`src/rtl/pc_redirect_ctrl.sv`:
```
// pc_redirect_ctrl: fetch PC owner for the 5-stage core.
// Issues instruction-memory requests and advances the fetch PC on each
// accepted, unstalled request. It steers fetch to the EX-resolved target on
// a taken branch or jump and flushes IF/ID and ID/EX in that same cycle.
// A saturating redirect counter and a sticky misaligned-target flag are
// kept for debug visibility.
module pc_redirect_ctrl #(
   parameter int                  REG_SIZE = 32,
   parameter logic [REG_SIZE-1:0] RESET_PC = '0,
   parameter int                  CNT_W    = 16
) (
   input  logic                CLK,
   input  logic                RST,
   input  logic                PC_R,
   input  logic                JMP,
   input  logic [REG_SIZE-1:0] TARGET,
   input  logic                STALL,
   input  logic                IMEM_READY,
   output logic                IMEM_REQ,
   output logic [REG_SIZE-1:0] PC_F,
   output logic                FETCH_VALID,
   output logic                FLUSH_D,
   output logic                FLUSH_E,
   output logic                MISALIGN,
   output logic [CNT_W-1:0]    REDIRECT_CNT
);

   // IDLE only lasts for the first cycle after reset; FETCH and WAIT both
   // hold a live request and differ only in whether the memory last stalled.
   typedef enum logic [1:0] {
      ST_IDLE  = 2'd0,
      ST_FETCH = 2'd1,
      ST_WAIT  = 2'd2
   } state_t;

   state_t              state_reg, state_next;
   logic [REG_SIZE-1:0] pc_reg, pc_next;
   logic [CNT_W-1:0]    cnt_reg, cnt_next;
   logic                misalign_reg, misalign_next;

   logic                redirect;
   logic                active;
   logic                accept;
   logic                advance;
   logic                take_redirect;
   logic [REG_SIZE-1:0] target_aligned;
   logic [REG_SIZE-1:0] pc_plus4;

   // A redirect is any taken control transfer resolved in EX; both sources
   // together still count as one redirect.
   assign redirect       = PC_R | JMP;
   assign active         = (state_reg != ST_IDLE);
   assign accept         = IMEM_REQ & IMEM_READY;
   assign advance        = accept & ~STALL & ~redirect;
   assign take_redirect  = redirect & active;

   // The low two bits are dropped rather than trapping; the sticky flag
   // records that it happened.
   assign target_aligned = {TARGET[REG_SIZE-1:2], 2'b00};

   // Natural modulo-2^REG_SIZE wrap past the top of the address space.
   assign pc_plus4       = pc_reg + REG_SIZE'(4);

   // Outputs are pure functions of state and inputs so an asynchronous reset
   // takes effect on them without waiting for an edge.
   assign IMEM_REQ       = active;
   assign FETCH_VALID    = advance;
   assign FLUSH_D        = take_redirect;
   assign FLUSH_E        = take_redirect;
   assign PC_F           = pc_reg;
   assign MISALIGN       = misalign_reg;
   assign REDIRECT_CNT   = cnt_reg;

   // State and PC register; the reset returns fetch to RESET_PC in IDLE.
   always_ff @(posedge CLK or posedge RST) begin
      if (RST) begin
         state_reg <= ST_IDLE;
         pc_reg    <= RESET_PC;
      end else begin
         state_reg <= state_next;
         pc_reg    <= pc_next;
      end
   end

   // Next-state and next-PC: redirect beats stall, and stall beats advance.
   always_comb begin
      state_next = state_reg;
      pc_next    = pc_reg;
      case (state_reg)
         ST_IDLE: begin
            // Redirects are ignored here; there is no request to abandon.
            state_next = ST_FETCH;
         end
         ST_FETCH: begin
            if (redirect) begin
               pc_next    = target_aligned;
               state_next = ST_FETCH;
            end else if (advance) begin
               pc_next    = pc_plus4;
            end else if (!IMEM_READY) begin
               state_next = ST_WAIT;
            end
         end
         ST_WAIT: begin
            if (redirect) begin
               // The request still pending at the old PC is dropped.
               pc_next    = target_aligned;
               state_next = ST_FETCH;
            end else if (advance) begin
               pc_next    = pc_plus4;
               state_next = ST_FETCH;
            end
         end
         default: begin
            state_next = ST_IDLE;
            pc_next    = RESET_PC;
         end
      endcase
   end

   // Debug next-values: the counter saturates at all-ones and the flag sticks.
   always_comb begin
      cnt_next      = cnt_reg;
      misalign_next = misalign_reg;
      if (take_redirect) begin
         if (cnt_reg != {CNT_W{1'b1}}) begin
            cnt_next = cnt_reg + CNT_W'(1);
         end
         if (TARGET[1:0] != 2'b00) begin
            misalign_next = 1'b1;
         end
      end
   end

   // Debug registers; only reset clears them.
   always_ff @(posedge CLK or posedge RST) begin
      if (RST) begin
         cnt_reg      <= '0;
         misalign_reg <= 1'b0;
      end else begin
         cnt_reg      <= cnt_next;
         misalign_reg <= misalign_next;
      end
   end

endmodule

```
`config.mk`:
```
export PLATFORM = sky130hd
export DESIGN_NAME = pc_redirect_ctrl
export DESIGN_NICKNAME = d
export VERILOG_FILES = /design/src/rtl/pc_redirect_ctrl.sv
export SDC_FILE = /design/constraint.sdc
export NUM_CORES = 1
export LEC_CHECK = 0
export CAP_MARGIN = 20
export CORE_MARGIN = 3
export CORE_UTILIZATION = 45
export CTS_CLUSTER_DIAMETER = 80
export DETAILED_ROUTE_END_ITERATION = 10
export DONT_BUFFER_PORTS = 1
export GPL_ROUTABILITY_DRIVEN = 0
export PLACE_DENSITY = 0.59
export SETUP_SLACK_MARGIN = 0.2
export SLEW_MARGIN = 10
export SYNTH_ARGS = -nofsm -noshare
export SYNTH_HDL_FRONTEND = slang
export SYNTH_SLANG_ARGS = --single-unit
```
`constraint.sdc`:
```
create_clock -name CLK -period 6.4 [get_ports CLK]
set_clock_uncertainty 0.2 [all_clocks]
set_input_delay 0.64 -clock CLK [delete_from_list [all_inputs] [get_ports CLK]]
set_output_delay 0.64 -clock CLK [all_outputs]
set_load 0.02 [all_outputs]
```
Word-level counts from Yosys, hierarchy flattened
Cells that the tools add are included.
{"block": "classes", "n_reduce_logical": 8, "shift": 0, "eq_ne": 7, "n_lt_le_gt_ge": 0, "bitwise_logic": 8, "addsub": 2, "mul": 0, "n_mux": 9, "div": 0}
{"cell": "$mux 32", "count": 2}
{"cell": "$pmux 32 s2", "count": 1}
{"cell": "$add 32x3->32 const B", "count": 1}
{"cell": "$add 16x1->16 const B", "count": 1}
{"cell": "$ne 16x16->1 const B", "count": 1}
{"cell": "$mux 2", "count": 5}
{"cell": "$ne 3x3->1 const B", "count": 3}
{"cell": "$pmux 2 s3", "count": 1}
{"cell": "$reduce_and 2->1", "count": 3}
{"cell": "$and 1x1->1", "count": 4}
{"cell": "$reduce_bool 2->1", "count": 2}
{"cell": "$ne 3x1->1 const B", "count": 1}
{"cell": "$not 1->1", "count": 3}
{"cell": "$reduce_and 3->1", "count": 1}
{"cell": "$eq 2x1->1 const B", "count": 1}
{"cell": "$eq 2x2->1 const B", "count": 1}
{"cell": "$logic_not 2->1", "count": 1}
{"cell": "$reduce_or 2->1", "count": 1}
{"cell": "$or 1x1->1", "count": 1}
{"block": "totals", "regBits": 51, "in_bits": 38, "elab_cells": 38, "out_inout_bits": 53, "ram_bits": 0, "latch_bits": 0, "mem_count": 0, "romBits": 0}

Logic depth before layout (Yosys ltp)
{"block": "depth", "word_depth": 7, "mapped_depth": 9}

Worst setup path before layout
No wires, ideal clock.
{"block": "synth_timing", "path_kind": "input -> output", "from": "in JMP", "to": "out FETCH_VALID", "t_required_ps": 5560, "path_slack_ps": 3717, "stages": 4, "arrival_ps": 1843, "path_cell_list": "or2_2 -> clkbuf_1 -> clkbuf_1 -> nor3_1"}
{"block": "synth_between", "elab_chain_len": 3}
{"item": "from (decl)", "line": "15", "rtl": "input logic JMP,"}
{"item": "$or 1x1->1", "line": "51", "rtl": "assign redirect = PC_R | JMP;"}
{"item": "$not 1->1", "line": "54", "rtl": "assign advance = accept & ~STALL & ~redirect;"}
{"item": "$and 1x1->1", "line": "54"}
{"item": "to (decl)", "line": "21", "rtl": "output logic FETCH_VALID,"}
No other way between the ends.

Final worst setup path
{"block": "layout_timing", "from": "reg state_reg[0]", "to": "reg pc_reg[17], in the netlist PC_F[17]"}
{"block": "layout_between", "elab_chain_len": 6}
{"item": "from (decl)", "line": "36", "rtl": "state_t state_reg, state_next;"}
{"item": "from (signal assigned)", "line": "80", "rtl": "state_reg <= state_next;"}
{"item": "$reduce_bool 2->1", "line": "52", "rtl": "assign active = (state_reg != ST_IDLE);"}
{"item": "$and 1x1->1", "line": "53", "rtl": "assign accept = IMEM_REQ & IMEM_READY;"}
{"item": "$and 1x1->1 (2 in series)", "line": "54"}
{"item": "$ne 3x1->1 (no source line)"}
{"item": "$reduce_and 2->1 (no source line)"}
{"item": "to (signal assigned)", "line": "81", "rtl": "pc_reg <= pc_next;"}
{"item": "to (decl)", "line": "37", "rtl": "logic [REG_SIZE-1:0] pc_reg, pc_next;"}
Several ways; a longest one is shown, not always the timed one.
A chain may end at the register's enable or synchronous reset.

==> results.md <==
* Number of synthesized flops with an enable pin at 0
* Most area-hungry cell type in the Yosys netlist: dfrtp_1
* Starting DRC count in detailed routing at 121
* WL/cell at 19.3 microns
* Post-synth ARST share at 100%
* First-pass GRT wire length at 13000 microns
* Slowest CP cell: nor3_2
* Placed instance area at 0.00301 sq mm
* Die area at 0.00766 sq mm
* Synth top area share at 41.0%
* Final setup fails at 0
* Startpoint types: register
* Max Buffers Root-to-Sink at 2
* Initial antenna violation count at 0
* Synth warn at 0
* Total gr overflow at 0
* Placed Cells at 408
* Mapped Cells at 348
* Kind of critical path: reg2reg
* Critical path, cell by cell: inv_1, ha_1, nand2b_1, nor3_2, nand3_1, o311ai_0
* Die H at 87.5 microns
* Ranking of synthesized cells by area: dfrtp_1 41%, o21ai_0 5.9%, nand2_1 4.8%, nand3_1 3.3%, nand4_1 2.9%
* Crit path buf inv count at 1
* Crit. End Element: register
* Initial Utilization at 46.8%
* Pin count of the biggest net entering global routing at 50
* Ant. Diodes at 0
* Fin crit period at 2.77 ns
* Number of global-route vias before repair at 2602
* FP Rows at 29
* Top delay family on crit path: simple AND/OR/NAND/NOR gates
* Skew-Pair Late Insertion Delay at 0.32 ns
* Drt drc at 0
* Number of setup buffers added after CTS at 0
* CTS Buf Count at 5
* Status: completed
* Crit Path Max Fanout at 16
* Worst Path Required at 6.40 ns
* Most frequent cell after synthesis: dfrtp_1
* Max rail drop VDD at 0.215 mV
* Vias per cell at 6.34
* Syn avg cell area at 8.59 sq um
* Final ANT Viol Nets at 0
* Fmax at 360 MHz
* Setup TNS at 0 ns
* DP HPWL at 5610 microns
* Final cell count without fillers at 420
* Filler instances at 613
* Die X at 87.5 microns
* Unrepaired setup endpoints after global routing: no
* Reg clk slew, reported paths at 0.10 ns
* DRT Wirelength at 8100 microns
* Hold-fix buffers at CTS at 0
* Worst Tran Pin Value at 1.04 ns
* PD cells at 435 mW/mm^2
* Synthesized area at 0.00299 sq mm
* Post-synthesis sequential area ratio at 41.0%
* Layout cells sized above 1 at 5.54%
* IO Pins at 91
* Largest stage delay, worst path at 0.80 ns
* CORE AREA at 0.00639 sq mm
* Total power at 0.00139 W
* Initial DRT Pass Iterations at 4
* Max Cap Viol at 0
* I/O Buffers at 0
* Nets at 386
* Cell leakage power at 1.29 nW
* P&R area growth vs syn at 6.57%
* Max_slew headroom at 30.5%
* Clock sinks at 49
* CTS-repair resized insts at 0
* GRT Total Usage at 21.3%
* PnR worst setup slack at 3.63 ns
* Largest register FFs at 30
* CTS H-tree lvls at 2
* Hold Path Class: in2reg
* Final Cell Area at 0.00319 sq mm
* Final Hold Fails at 0
* Crit path DAT at 2.77 ns
* CTS tree: yes
* Setup Slack @ Placement at 3.41 ns
* Ys flop type: dfrtp_1
* Post-synthesis cell type count at 48
* Top cells by count, synth: 49 x dfrtp_1, 38 x nand2_1, 35 x o21ai_0, 20 x nand3_1, 19 x nor2_1
* Max-slew violations at 0
* Clk root buf: clkbuf_8
* Synthesized flop and latch total at 49
* Detailed-route via count at 2664
* Final period utilization at 43.4%
==> kinds of logic (layout without fill, tap and decap cells) <==
kind of cell             Yosys count  count (layout)  synth area share (%)
AND/OR/NAND/NOR                  154             154                  27.4
multiplexers                       6               6                  2.09
adder cells (fa/ha/maj)            6               6                  2.51
flip-flops                        49              49                  41.0
XOR/XNOR                          16              16                  4.69
other                              1               2                 0.125
AO/OA/AOI/OAI                     86              86                  17.9
buffers and inverters             30              24                  4.31
==> routing by layer <==
metal / share of wire, % / wire length [microns] / global-route usage [%] / vias up
met3: 7.9 / 641 / 7.57 / 16
met1: 44 / 3570 / 27.3 / 1283
met4: 1.9 / 154 / 7.81 / 0
met5: 0 / 0 / 0 / -
met2: 46 / 3730 / 33.0 / 97
li1: - / - / - / 1268
==> path summary, 6_finish.rpt <==
kind,slack [ns],startpoint,to,cells past startpoint
min in group asynchronous,0.55,RST,PC_F[27],2
setup / recovery,3.63,state_reg[0],PC_F[17],6
hold reg to reg,0.36,state_reg[1],state_reg[1],2
hold / removal,0.25,TARGET[29],PC_F[29],2
max in group asynchronous,4.94,RST,PC_F[4],3
setup reg to reg,3.63,state_reg[0],PC_F[17],6
==> per-stage QoR <==
| step | utilization (%) | hold WS (ns) |
|---|---|---|
| finish | 49.9 | 0.255 |
| global route | 49.9 | 0.255 |
| CTS | 49.2 | 0.256 |
| floorplan | - | 0.300 |
| global placement | 47.1 | 0.325 |
| detailed placement | 47.1 | 0.348 |
==> cells in the final DEF (no fill, tap or decap), types with 4 or more instances in the layout <==
cell | netlist | routed
nor4_1 | 12 | 12
o211ai_1 | 4 | 4
a21oi_1 | 17 | 17
o21ai_0 | 35 | 35
nand4_1 | 14 | 14
nor2_1 | 19 | 19
nor3_1 | 13 | 13
xnor2_1 | 8 | 8
a22oi_1 | 4 | 4
a221o_1 | 7 | 7
and3_1 | 8 | 8
inv_1 | 12 | 11
mux2i_1 | 4 | 4
xor2_1 | 8 | 8
o31ai_1 | 4 | 4
a31oi_1 | 4 | 4
nand2_1 | 38 | 38
and4_1 | 5 | 5
nand2b_1 | 7 | 7
clkbuf_8 | 0 | 5
dfrtp_1 | 49 | 49
nand3_1 | 20 | 20
ha_1 | 6 | 6
==> cell type report <==
| class | count | area (sq um) | area share (%) |
|---|---|---|---|
| clock buffer | 5 | 68.8 | 2.16 |
| clock inverter | 3 | 65.1 | 2.04 |
| inverter | 12 | 45.0 | 1.41 |
| multi-input combinational | 270 | 1640 | 51.4 |
| sequential | 49 | 1230 | 38.5 |
| tap | 77 | 96.3 | 3.02 |
| timing repair buffer | 4 | 46.3 | 1.45 |
==> worst reg2reg max path, stage by stage, from the launching register on <==
cell,delay (ns)
dfrtp_1,0.41
inv_1,0.09
ha_1,0.42
nand2b_1,0.15
nor3_2,0.80
nand3_1,0.21
o311ai_0,0.38
==> power breakdown <==
| group | internal (W) | switching (W) | total (W) |
|---|---|---|---|
| Combinational | 0.000145 | 0.000242 | 0.000388 |
| Sequential | 0.000417 | 0.000313 | 0.000730 |
| Clock | 0.000155 | 0.000114 | 0.000269 |
| Total | 0.000717 | 0.000669 | 0.00139 |
Note: power is estimated with default switching activity, not from simulation.
